<file path="config.mk">
export PLATFORM = sky130hd
export DESIGN_NAME = oam_scan
export DESIGN_NICKNAME = d
export VERILOG_FILES = /design/src/rtl/oam_scan.sv
export SDC_FILE = /design/constraint.sdc
export NUM_CORES = 1
export LEC_CHECK = 0
export CAP_MARGIN = 20
export CORE_MARGIN = 5
export CORE_UTILIZATION = 35
export DETAILED_ROUTE_END_ITERATION = 12
export GPL_TIMING_DRIVEN = 0
export PLACE_DENSITY = 0.62
export SLEW_MARGIN = 20
export SYNTH_ARGS = -nofsm -noshare
export SYNTH_HDL_FRONTEND = slang
export SYNTH_SLANG_ARGS = --single-unit
</file>
<file path="constraint.sdc">
create_clock -name clockgb -period 26 [get_ports clockgb]
set_input_delay 5.2 -clock clockgb [delete_from_list [all_inputs] [get_ports clockgb]]
set_output_delay 5.2 -clock clockgb [all_outputs]
set_load 0.02 [all_outputs]
</file>
<file path="src/rtl/oam_scan.sv">
// oam_scan: per-line OAM sprite evaluator feeding a random-access line buffer
// Ports: clockgb/reset (async, active-high); start samples line, tall, enable;
//   oam_rd/oam_addr out, oam_data in (valid one cycle after oam_rd);
//   busy, done, count, overflow report scan status;
//   sel_index selects a buffer entry returned on sel_oam/sel_x/sel_tile/sel_row/sel_attr.
module oam_scan #(
    parameter int SPRITE_COUNT = 40,
    parameter int LINE_MAX     = 10,
    parameter int OAM_AW       = 8,
    parameter int IDX_W        = 4
) (
    input  logic              clockgb,
    input  logic              reset,
    input  logic              start,
    input  logic [7:0]        line,
    input  logic              tall,
    input  logic              enable,
    output logic              oam_rd,
    output logic [OAM_AW-1:0] oam_addr,
    input  logic [7:0]        oam_data,
    output logic              busy,
    output logic              done,
    output logic [IDX_W-1:0]  count,
    output logic              overflow,
    input  logic [IDX_W-1:0]  sel_index,
    output logic [5:0]        sel_oam,
    output logic [7:0]        sel_x,
    output logic [7:0]        sel_tile,
    output logic [2:0]        sel_row,
    output logic [7:0]        sel_attr
);
    typedef enum logic [2:0] {IDLE, YCHK, XCHK, TCHK, ACHK, FIN} state_t;
    localparam logic [5:0]       LAST = 6'(SPRITE_COUNT - 1);
    localparam logic [IDX_W-1:0] FULL = IDX_W'(LINE_MAX);
    state_t state, state_nx;
    logic [5:0] idx, idx_nx;
    logic first;
    logic [7:0] line_q, x_q, tile_q;
    logic tall_q;
    logic [3:0] dy, r;
    logic [8:0] diff;
    logic hit, room, last, valid;
    logic [5:0] b_oam [LINE_MAX];
    logic [7:0] b_x [LINE_MAX];
    logic [7:0] b_tile [LINE_MAX];
    logic [2:0] b_row [LINE_MAX];
    logic [7:0] b_attr [LINE_MAX];

    function automatic logic [OAM_AW-1:0] byte_addr(input logic [5:0] n, input logic [1:0] f);
        return OAM_AW'({n, f});
    endfunction

    // Reads are issued combinationally so each state consumes the byte it
    // requested one cycle earlier; 'first' marks the cycle that only issues
    // the Y read of sprite 0 and has no valid data to evaluate yet.
    always_comb begin
        diff = {1'b0, line_q} + 9'd16 - {1'b0, oam_data};
        hit = !first && diff < (tall_q ? 9'd16 : 9'd8);
        room = count < FULL;
        last = idx == LAST;
        r = oam_data[6] ? (tall_q ? 4'd15 : 4'd7) - dy : dy;
        state_nx = state;
        idx_nx = idx;
        oam_rd = 1'b0;
        oam_addr = '0;
        case (state)
            YCHK: begin
                if (first) begin
                    oam_rd = 1'b1;
                    oam_addr = byte_addr(idx, 2'd0);
                end else if (hit && room) begin
                    state_nx = XCHK;
                    oam_rd = 1'b1;
                    oam_addr = byte_addr(idx, 2'd1);
                end else if (!last) begin
                    idx_nx = idx + 6'd1;
                    oam_rd = 1'b1;
                    oam_addr = byte_addr(idx + 6'd1, 2'd0);
                end else begin
                    state_nx = FIN;
                end
            end
            XCHK: begin
                state_nx = TCHK;
                oam_rd = 1'b1;
                oam_addr = byte_addr(idx, 2'd2);
            end
            TCHK: begin
                state_nx = ACHK;
                oam_rd = 1'b1;
                oam_addr = byte_addr(idx, 2'd3);
            end
            ACHK: begin
                if (!last) begin
                    state_nx = YCHK;
                    idx_nx = idx + 6'd1;
                    oam_rd = 1'b1;
                    oam_addr = byte_addr(idx + 6'd1, 2'd0);
                end else begin
                    state_nx = FIN;
                end
            end
            FIN: state_nx = IDLE;
            default: state_nx = IDLE;
        endcase
        if (start) begin
            state_nx = enable ? YCHK : FIN;
            idx_nx = '0;
            oam_rd = 1'b0;
        end
    end

    always_ff @(posedge clockgb or posedge reset) begin
        if (reset) begin
            state <= IDLE;
            idx <= '0;
            first <= 1'b0;
            line_q <= '0;
            tall_q <= 1'b0;
            dy <= '0;
            x_q <= '0;
            tile_q <= '0;
            count <= '0;
            overflow <= 1'b0;
            for (int k = 0; k < LINE_MAX; k++) begin
                b_oam[k] <= '0;
                b_x[k] <= '0;
                b_tile[k] <= '0;
                b_row[k] <= '0;
                b_attr[k] <= '0;
            end
        end else begin
            state <= state_nx;
            idx <= idx_nx;
            first <= start && enable;
            if (start) begin
                line_q <= line;
                tall_q <= tall;
                count <= '0;
                overflow <= 1'b0;
            end else begin
                if (state == YCHK && hit) begin
                    if (room) dy <= diff[3:0];
                    else overflow <= 1'b1;
                end
                if (state == XCHK) x_q <= oam_data;
                if (state == TCHK) tile_q <= oam_data;
                if (state == ACHK) begin
                    b_oam[count] <= idx;
                    b_x[count] <= x_q;
                    b_tile[count] <= tall_q ? {tile_q[7:1], r[3]} : tile_q;
                    b_row[count] <= r[2:0];
                    b_attr[count] <= oam_data;
                    count <= count + IDX_W'(1);
                end
            end
        end
    end

    always_comb begin
        valid = sel_index < count;
        sel_oam = valid ? b_oam[sel_index] : '0;
        sel_x = valid ? b_x[sel_index] : '0;
        sel_tile = valid ? b_tile[sel_index] : '0;
        sel_row = valid ? b_row[sel_index] : '0;
        sel_attr = valid ? b_attr[sel_index] : '0;
    end

    assign busy = state inside {YCHK, XCHK, TCHK, ACHK};
    assign done = state == FIN;
endmodule

</file>
==> qor.yml, run 1 <==
pwr-share-clk_pct: 42.0
layout.area.seq_um2: 9359
antenna_violations_before_repair: 4
synth_async_sr_flop_share_pct: 100.0
tns_ns: 0
r2r_start: "line_q[2]"
use_met2_pct: 27.67
post_cts_resized: 0
non_filler_cells_final: 2197
synth.ff_latch_count: 374
postSynthNetCount: 1428
nFillCells: 4754
dp_slack_ns: 10.78
synth.avg_cell_area_um2: 12.74
cp_slowest_cell: "sky130_fd_sc_hd__clkdlybuf4s50_1"
min-delay-start: "b_row[9]"
cts_made_buffers: 40
drt-pass1-iter-count: 5
tritoncts: "yes"
yosys.area.top_type_share_pct: 53.30
timing.final.crit_share_pct: 58.75
final_net_count: 1546
net_switching_uw: 347.4
cts.sinks: 374
routed_wirelength_mm: 47.96
hold_path.class: "register to register"
path_class: "input port to output pin"
start_util_pct: 35.22
skew_ns: 0.01604
worst_path_dominant_cell_family: "buffers and inverters"
synth_ff_type: "sky130_fd_sc_hd__dfrtp_1"
switching_share_pct: 25.04
tightestPinTransition_ns: 1.175
seq_power_share_pct: 46.0
finish.instance_area_um2: 20590
place_hpwl_mm: 33.13
syn_inst: 1378
peak_supply_drop_mv: 0.04019
clock_insertion_delay_worst_skew_ns: 0.55
core_area_um2: 49860
crit_fanout: 10
worstSetupEndpointType: "output pin"
synth_cell_type_count: 53
detailedRoute.firstIterationViolations: 889
grt_max_degree: 102
chipWidth_um: 234.0
cts.repair_timing.setup_buffer_count: 0
synthesis_warnings: 0
setup_viol_count_final: 0
hold_violations: 0
num_antenna_cells: 0
critical_path_s_most_frequent_cell: "sky130_fd_sc_hd__ha_1"
finalCriticalPeriod_ns: 15.28
worst_ep_required_time_ns: 20.80
post_synth_main_area_contributors: "sky130_fd_sc_hd__dfrtp_1 53%, sky130_fd_sc_hd__mux2_2 16%, sky130_fd_sc_hd__mux4_2 8.5%"
clockBufferDepth: 3
status: "finished, final reports clean"
layout-drive-gt1-share_pct: 25.84
critical_path.max_stage_delay_ns: 0.83
rsz_0062_raised_after_global_routing: "no"
drv_cap: 0
synth.largest_area_cell: "sky130_fd_sc_hd__dfrtp_1"
number_of_synthesized_flops_with_an_enable_pin: 0
pin_count: 74
critPathLaunchType: "input port"
detail_route.drc_violations: 0
multi_input_area_um2: 7674
core.rowCount: 82
total_congestion_overflow_after_global_routing: 0
die_h_um: 234.0
max-slew-margin-rel_pct: 21.66
global_route.usage.met1_pct: 24.94
global_route.peak_usage_layer: "met2"
path_buf_inv: 3
drt.antenna.violating_nets: 0
total_standard_cell_area_after_synthesis_um2: 17560
comb_power_share_pct: 12.1
postPlaceCellArea_um2: 19240
critical_path_arrival_ns: 10.08
gp_congestion: 0.8655
floorplan.die_area_um2: 54750
synth.yosys.seq_area_share_pct: 53.30
final_max_slew_viol_count: 0
grt_pass1_wl_mm: 74.47
grt.total_usage_pct: 17.71
flow.area_growth_from_synthesis_pct: 17.23
place.detailed.instances: 2126
intPower_uw: 1040
cts_hold_buf: 0
io_buffer_count: 71
p_leak_uw: 0.009505
route.detailed.vias_per_inst: 5.333
vias_in_the_first_global_route: 12190
layout.cells.most_common: "sky130_fd_sc_hd__dfrtp_1"
final_cell_mix: "374 x sky130_fd_sc_hd__dfrtp_1, 243 x sky130_fd_sc_hd__mux2_2, 132 x sky130_fd_sc_hd__nand2_1"
fmaxAchievable_mhz: 65.46
path_cells: "clkdlybuf4s50_1 -> clkinv_1 -> ha_1 -> ha_1 -> a21o_1 -> a21oi_1 -> xnor2_1 -> ha_1 -> nor2_1 -> o221ai_1 -> nor4b_2 -> o211a_1 -> a21oi_1 -> o21a_1 -> o21ai_0 -> clkdlybuf4s50_1"
clockRootBuffer: "sky130_fd_sc_hd__clkbuf_16"
number_of_h_tree_levels: 2
num_vias: 11720
final.setup.worst_slack_ns: 10.72
clk_pin_slew_ns: 0.06
cellPowerDensity_nw_per_um2: 67.39
grtUsageMet3_pct: 3.548
worstSetupStartpoint: "oam_data[1]"
detail_route.wl_per_cell_um: 21.83
[state kept, by name, indices dropped and copies added, names as in the netlist]
register  count
b_row        30
first         1
b_oam        60
count         4
overflow      1
b_tile       80
line_q        8
b_x          80
dy            4
state         3
tall_q        1
tile_q        8
idx           6
x_q           8
b_attr       80
[worst min-delay path, cell delays in order (launching register included)]
cell and delay, ns:
sky130_fd_sc_hd__dfrtp_1 0.34, sky130_fd_sc_hd__nand2_1 0.05, sky130_fd_sc_hd__o21ai_0 0.06
[worst paths after layout]
kind                                     to  slack (ns)  cells past startpoint
worst max-delay path            oam_addr[6]       10.72                     16
worst min-delay path               b_row[9]        0.48                      2
worst max register to register        dy[1]       22.52                     14
worst min register to register     b_row[9]        0.48                      2
max in group asynchronous            b_x[1]       19.53                      5
min in group asynchronous         b_attr[9]        4.95                      2
[per-layer routing]
metal / routed length (µm) / up-vias
li1: - / 5180
met1: 21260 / 6081
met2: 21980 / 371
met3: 3214 / 85
met4: 1502 / 0
met5: 0 / -
[power by group through the flow]
stage / combinational (µW) / clock (µW) / sequential [µW]
floorplan: 118 / 0 / 641
global placement: 162 / 0 / 646
detailed placement: 168 / 0 / 647
CTS: 169 / 591 / 637
global route: 185 / 616 / 641
finish: 168 / 582 / 638
[metrics by stage]
step	hold WS, ns	utilization [%]	power (µW)
floorplan	0.4446	-	758.5
global placement	0.4572	38.33	808.0
global route	0.4947	41.29	1442
finish	0.4794	41.29	1387
detailed placement	0.4656	38.60	815.5
CTS	0.4782	41.29	1397
[synth_stat cells (all sizes together) (4+ instances only)]
cell type and instances:
dfrtp 374, mux2 245, nand2 133, o21ai 125, clkbuf 88, mux2i 69, mux4 66, and2 35
o22ai 35, nor2 31, ha 24, inv 23, buf 20, a21oi 18, xnor2 10, nand3 9
nand2b 8, clkinv 6, nor3 6, nor2b 5, a21o 4, and3 4
[layout make-up]
class	count	area share, %
timing repair buffer	76	4.024
buffer	108	2.073
inverter	29	0.5652
tap	672	4.084
clock inverter	8	0.5956
multi-input combinational	867	37.28
sequential	374	45.46
clock buffer	63	5.920
[logic make-up (layout without fill, tap and decap cells)]
logic type / Yosys count / count (layout) / synth area share (%)
and+or+nand+nor: 243 / 243 / 6.334
adders and majority gates: 25 / 25 / 1.824
buffers and inverters: 137 / 284 / 3.049
muxes: 380 / 380 / 28.15
xor gates and xnor gates: 11 / 11 / 0.5486
AOI/OAI and AO/OA: 208 / 208 / 6.797
DFF: 374 / 374 / 53.30
(Power assumes the default switching activity.)
==> inputs of run 2 (changes only) <==
- PLACE_DENSITY: 0.62 -> 0.64
- clock period: 26 -> 12.56 ns (I/O delays scaled with it)
==> run 2 against run 1 <==
Effect of this change:
- flip-flop and latch count stayed put
- cell area is 1.1% higher
- global-route usage is 0.050 points lower
- count of clock-buffer cells in the layout is 2 lower
- setup slack worse by 8.1 ns
- largest cell class unchanged
==> qor.yml, run 2 (synthesized netlist as in run 1, its figures left out) <==
status: "finished, final reports clean"
core.rowCount: 82  # unchanged
rsz_0062_raised_after_global_routing: "no"
cp_slowest_cell: "sky130_fd_sc_hd__clkdlybuf4s50_1"
cts.repair_timing.setup_buffer_count: 0  # unchanged
cts.sinks: 374  # unchanged
tritoncts: "yes"
max-slew-margin-rel_pct: 28.28  # +6.6 points
detail_route.drc_violations: 0  # unchanged
io_buffer_count: 71  # unchanged
cts_hold_buf: 0  # unchanged
global_route.usage.met1_pct: 24.91  # -0.032 points
worst_ep_required_time_ns: 10.05  # -10.75 ns
grt.total_usage_pct: 17.66  # -0.050 points
total_congestion_overflow_after_global_routing: 0  # unchanged
hold_path.class: "register to register"
cts_made_buffers: 42  # +5.0%
tightestPinTransition_ns: 1.076  # -0.09938 ns
critical_path_arrival_ns: 7.38  # -2.70 ns
num_vias: 11650  # -0.59%
crit_fanout: 10  # unchanged
number_of_h_tree_levels: 2  # unchanged
drt-pass1-iter-count: 5  # unchanged
final_max_slew_viol_count: 0  # unchanged
chipWidth_um: 234.0  # unchanged
detail_route.wl_per_cell_um: 21.54  # -1.3%
path_cells: "clkdlybuf4s50_1 -> clkinv_1 -> ha_1 -> ha_1 -> a21o_1 -> a21oi_1 -> xnor2_1 -> ha_1 -> nor2_1 -> o221ai_1 -> nor4b_2 -> o211a_1 -> a21oi_1 -> o21a_1 -> o21ai_0 -> clkdlybuf4s50_1"
start_util_pct: 35.22  # unchanged
global_route.peak_usage_layer: "met2"
clk_pin_slew_ns: 0.06  # about the same
routed_wirelength_mm: 47.58  # -0.79%
worstSetupStartpoint: "oam_data[1]"
grtUsageMet3_pct: 3.657  # +0.11 points
grt_max_degree: 36  # -65%
vias_in_the_first_global_route: 12100  # -0.71%
place.detailed.instances: 2134  # +0.38%
registers_with_the_most_flip_flops: "b_attr x80, b_tile x80, b_x x80"
post_cts_resized: 0  # unchanged
floorplan.die_area_um2: 54750  # unchanged
core_area_um2: 49860  # unchanged
r2r_start: "line_q[2]"
clock_insertion_delay_worst_skew_ns: 0.55  # about the same
hold_violations: 0  # unchanged
skew_ns: 0.01327  # -0.002774 ns
nFillCells: 4704  # -1.1%
use_met2_pct: 27.69  # about the same
drt.antenna.violating_nets: 0  # unchanged
layout.cells.most_common: "sky130_fd_sc_hd__dfrtp_1"
finalCriticalPeriod_ns: 9.894
setup_viol_count_final: 0  # unchanged
p_leak_uw: 0.009619  # +1.2%
worstSetupEndpointType: "output pin"
fmaxAchievable_mhz: 101.1
hold-worst-slack_ns: 0.4766  # -0.002864 ns
min-delay-start: "b_attr[71]"
route.detailed.vias_per_inst: 5.273  # -1.1%
postPlaceCellArea_um2: 19370  # +0.66%
die_h_um: 234.0  # unchanged
final_cell_mix: "374 x sky130_fd_sc_hd__dfrtp_1, 243 x sky130_fd_sc_hd__mux2_2, 132 x sky130_fd_sc_hd__nand2_1"
pin_count: 74  # unchanged
dp_slack_ns: 2.746  # -8.032 ns
clockRootBuffer: "sky130_fd_sc_hd__clkbuf_16"
final.setup.worst_slack_ns: 2.666  # -8.058 ns
final_net_count: 1557  # +0.71%
place_hpwl_mm: 33.37  # +0.72%
critical_path_s_most_frequent_cell: "sky130_fd_sc_hd__ha_1"
critPathLaunchType: "input port"
drv_cap: 0  # unchanged
detailedRoute.firstIterationViolations: 715  # -20%
gp_congestion: 0.8553  # -1.2%
tns_ns: 0  # unchanged
finish.instance_area_um2: 20820  # +1.1%
critical_path.max_stage_delay_ns: 0.82  # about the same
grt_pass1_wl_mm: 73.82  # -0.88%
layout-drive-gt1-share_pct: 26.74  # +0.90 points
flow.area_growth_from_synthesis_pct: 18.53
clockBufferDepth: 3  # unchanged
peak_supply_drop_mv: 0.1070  # +170%
non_filler_cells_final: 2209  # +0.55%
num_antenna_cells: 0  # unchanged
cellPowerDensity_nw_per_um2: 140.7  # +110%
timing.final.crit_share_pct: 78.78
antenna_violations_before_repair: 2  # -2
path_class: "input port to output pin"
-- run 2: cell count changes in the layout (fill, tap and decap cells not counted), sizes merged --
cell      before  now
clkinvlp       0    2
buf           25   34
inv           25   22
clkbuf       151  149
clkinv         9   15
-- run 2: path summary, 6_finish.rpt --
kind                          endpoint  slack [ns]  depth (start not counted)
min in group asynchronous    b_attr[2]        2.36                          3
setup reg to reg                 dy[1]        9.06                         14
max in group asynchronous   b_tile[65]        9.24                          6
setup / recovery           oam_addr[6]        2.67                         16
hold / removal              b_attr[71]        0.48                          2
hold reg to reg             b_attr[71]        0.48                          2
-- run 2: where the power goes --
group | switching (µW) | internal (µW)
clock network | 489 | 769
logic | 198 | 152
registers | 41.7 | 1280
-- run 2: cell type report --
cell class	count	area (µm²)	area share, %
tap	672	840.8	4.039
buffer	108	426.7	2.050
clock inverter	13	142.6	0.6853
clock buffer	61	1286	6.179
timing repair buffer	85	973.4	4.677
sequential	374	9359	44.96
inverter	29	112.6	0.5410
multi-input combinational	867	7674	36.87
-- run 2: critical path, delay by kind of cell --
kind                       cells  cell delay (ns)
AOI/OAI and AO/OA              7             1.56
xor gates and xnor gates       1             0.10
adders and majority gates      3             0.84
buffers and inverters          3             1.92
and+or+nand+nor                2             0.43
-- run 2: per-layer routing --
layer | part of all wire (%) | up-vias
met1 | 46 | 6070
met2 | 46 | 304
met5 | 0.21 | -
li1 | - | 5201
met3 | 5.9 | 67
met4 | 2.6 | 6
-- run 2: per-stage QoR --
stage,power (µW),util [%]
after floorplan,1571,-
after global placement,1670,38.34
after detailed placement,1691,38.85
after CTS,2956,41.71
after global routing,3045,41.74
final,2929,41.74
==> inputs of run 3 (changes only) <==
- clock period: 12.56 -> 8.35 ns (I/O delays scaled with it)
==> run 3 against run 2 <==
Effect of this change:
- count of clock-buffer cells in the layout unchanged
- critical path depth decreased by 4
- cell area about the same
- hold slack about the same
- wire length about the same
- die area unchanged
- sequential share of layout area about the same
==> qor.yml, run 3 (synthesized netlist as in run 1, its figures left out) <==
final_cell_mix: "374 x sky130_fd_sc_hd__dfrtp_1, 243 x sky130_fd_sc_hd__mux2_2, 132 x sky130_fd_sc_hd__nand2_1"
worstSetupEndpointType: "output pin"
critical_path_s_most_frequent_cell: "sky130_fd_sc_hd__o21a_1"
fmaxAchievable_mhz: 127.6
cts_made_buffers: 42  # unchanged
num_antenna_cells: 0  # unchanged
max-slew-margin-rel_pct: 28.23  # -0.053 points
tightestPinTransition_ns: 1.077  # +0.0007947 ns
critical_path.max_stage_delay_ns: 0.68  # -0.14 ns
timing.final.crit_share_pct: 93.87
drv_cap: 0  # unchanged
path_class: "input port to output pin"
core_area_um2: 49860  # unchanged
critical_path_arrival_ns: 6.17  # -1.21 ns
cts.sinks: 374  # unchanged
cts_hold_buf: 0  # unchanged
path_cells: "clkbuf_1 -> clkinv_1 -> ha_1 -> ha_1 -> o21a_1 -> o21a_1 -> nor4b_2 -> o211a_1 -> a21oi_1 -> o21a_1 -> o21ai_0 -> clkdlybuf4s50_1"
chipWidth_um: 234.0  # unchanged
setup_viol_count_final: 0  # unchanged
gp_congestion: 0.8553  # unchanged
detail_route.drc_violations: 0  # unchanged
postPlaceCellArea_um2: 19370  # unchanged
flow.area_growth_from_synthesis_pct: 18.64  # about the same
grt.total_usage_pct: 17.66  # unchanged
hold-worst-slack_ns: 0.4769  # +0.0003260 ns
worst_ep_required_time_ns: 6.68  # -3.37 ns
total_congestion_overflow_after_global_routing: 0  # unchanged
worst_path_dominant_cell_family: "buffers and inverters"
rsz_0062_raised_after_global_routing: "no"
layout.cells.most_common: "sky130_fd_sc_hd__dfrtp_1"
hold_path.class: "register to register"
grtUsageMet3_pct: 3.657  # unchanged
clockRootBuffer: "sky130_fd_sc_hd__clkbuf_16"
finalCriticalPeriod_ns: 7.838
detailedRoute.firstIterationViolations: 685  # -4.2%
core.rowCount: 82  # unchanged
global_route.peak_usage_layer: "met2"
final_core_util_pct: 41.78  # about the same
critPathLaunchType: "input port"
path_buf_inv: 3  # unchanged
num_vias: 11650  # +0.017%
p_leak_uw: 0.009642  # +0.24%
routed_wirelength_mm: 47.61  # about the same
clk_pin_slew_ns: 0.06  # about the same
grt_pass1_wl_mm: 73.82  # unchanged
route.detailed.vias_per_inst: 5.274  # about the same
status: "finished, final reports clean"
cp_slowest_cell: "sky130_fd_sc_hd__clkbuf_1"
final_max_slew_viol_count: 0  # unchanged
io_buffer_count: 71  # unchanged
finish.instance_area_um2: 20830  # about the same
die_h_um: 234.0  # unchanged
grt_max_degree: 36  # unchanged
skew_ns: 0.01190  # -0.001374 ns
detail_route.wl_per_cell_um: 21.55  # about the same
global_route.usage.met1_pct: 24.91  # unchanged
floorplan.die_area_um2: 54750  # unchanged
power.total_uw: 4408  # +50%
vias_in_the_first_global_route: 12100  # unchanged
clockBufferDepth: 3  # unchanged
layout-drive-gt1-share_pct: 26.94  # +0.20 points
peak_supply_drop_mv: 0.1613  # +51%
clock_insertion_delay_worst_skew_ns: 0.56  # about the same
final_net_count: 1557  # unchanged
cellPowerDensity_nw_per_um2: 211.6  # +50%
pin_count: 74  # unchanged
nFillCells: 4705  # +0.021%
drt-pass1-iter-count: 5  # unchanged
hold_violations: 0  # unchanged
antenna_violations_before_repair: 2  # unchanged
number_of_h_tree_levels: 2  # unchanged
tritoncts: "yes"
place_hpwl_mm: 33.37  # unchanged
crit_fanout: 10  # unchanged
registers_with_the_most_flip_flops: "b_attr x80, b_tile x80, b_x x80"
drt.antenna.violating_nets: 0  # unchanged
use_met2_pct: 27.69  # unchanged
start_util_pct: 35.22  # unchanged
run 3: cell count changes in the layout (fill, tap and decap cells not counted), sizes merged:
cell           delta
clkdlybuf4s50     -3
clkinv            -3
clkinvlp          +3
dlymetal6s2s      +3
run 3: layout make-up:
class	count	area (µm²)	share of cell area, %
buffer	108	426.7	2.048
clock buffer	61	1286	6.174
clock inverter	13	142.6	0.6846
inverter	29	123.9	0.5946
multi-input combinational	867	7674	36.83
sequential	374	9359	44.92
tap	672	840.8	4.036
timing repair buffer	85	980.9	4.708
run 3: stage by stage:
| stage | setup slack (ns) | TNS [ns] | std cells |
|---|---|---|---|
| after floorplan | 1.658 | 0 | 1378 |
| after global placement | -0.7175 | -259.42 | 2121 |
| after detailed placement | 0.2199 | 0 | 2134 |
| after CTS | 0.1710 | 0 | 2208 |
| after global routing | 0.1874 | 0 | 2209 |
| final | 0.5119 | 0 | 2209 |
run 3: where the power goes:
part           leakage, µW  internal, µW  switching [µW]  total (µW)
registers          0.00513          1920            62.3        1990
clock network     0.000711          1160             737        1890
logic              0.00380           229             299         528
total              0.00964          3310            1100        4410
run 3: repair_timing:
action                                  CTS  global route
resized for setup                         0             6
setup buffers                             0             0
endpoints found under the setup margin    0             3
run 3: tightest hold or removal path, stage by stage, from the launching register on:
cell                      delay, ns
sky130_fd_sc_hd__dfrtp_1       0.34
sky130_fd_sc_hd__nand2_1       0.04
sky130_fd_sc_hd__o21ai_0       0.06
run 3: path summary, 6_finish.rpt:
check | slack (ns) | cells past startpoint | to | from
worst max-delay path | 0.51 | 12 | oam_addr[6] | oam_data[6]
worst min-delay path | 0.48 | 2 | b_attr[53] | b_attr[53]
worst max register to register | 4.85 | 14 | dy[1] | line_q[2]
worst min register to register | 0.48 | 2 | b_attr[53] | b_attr[53]
max in group asynchronous | 5.88 | 6 | b_tile[65] | reset
min in group asynchronous | 1.51 | 3 | b_attr[2] | reset
run 3: metal layers:
metal	wire length, µm	vias to the layer above
met4	1131	6
met5	99	-
met3	2806	67
met1	21710	6053
li1	-	5199
met2	21860	325
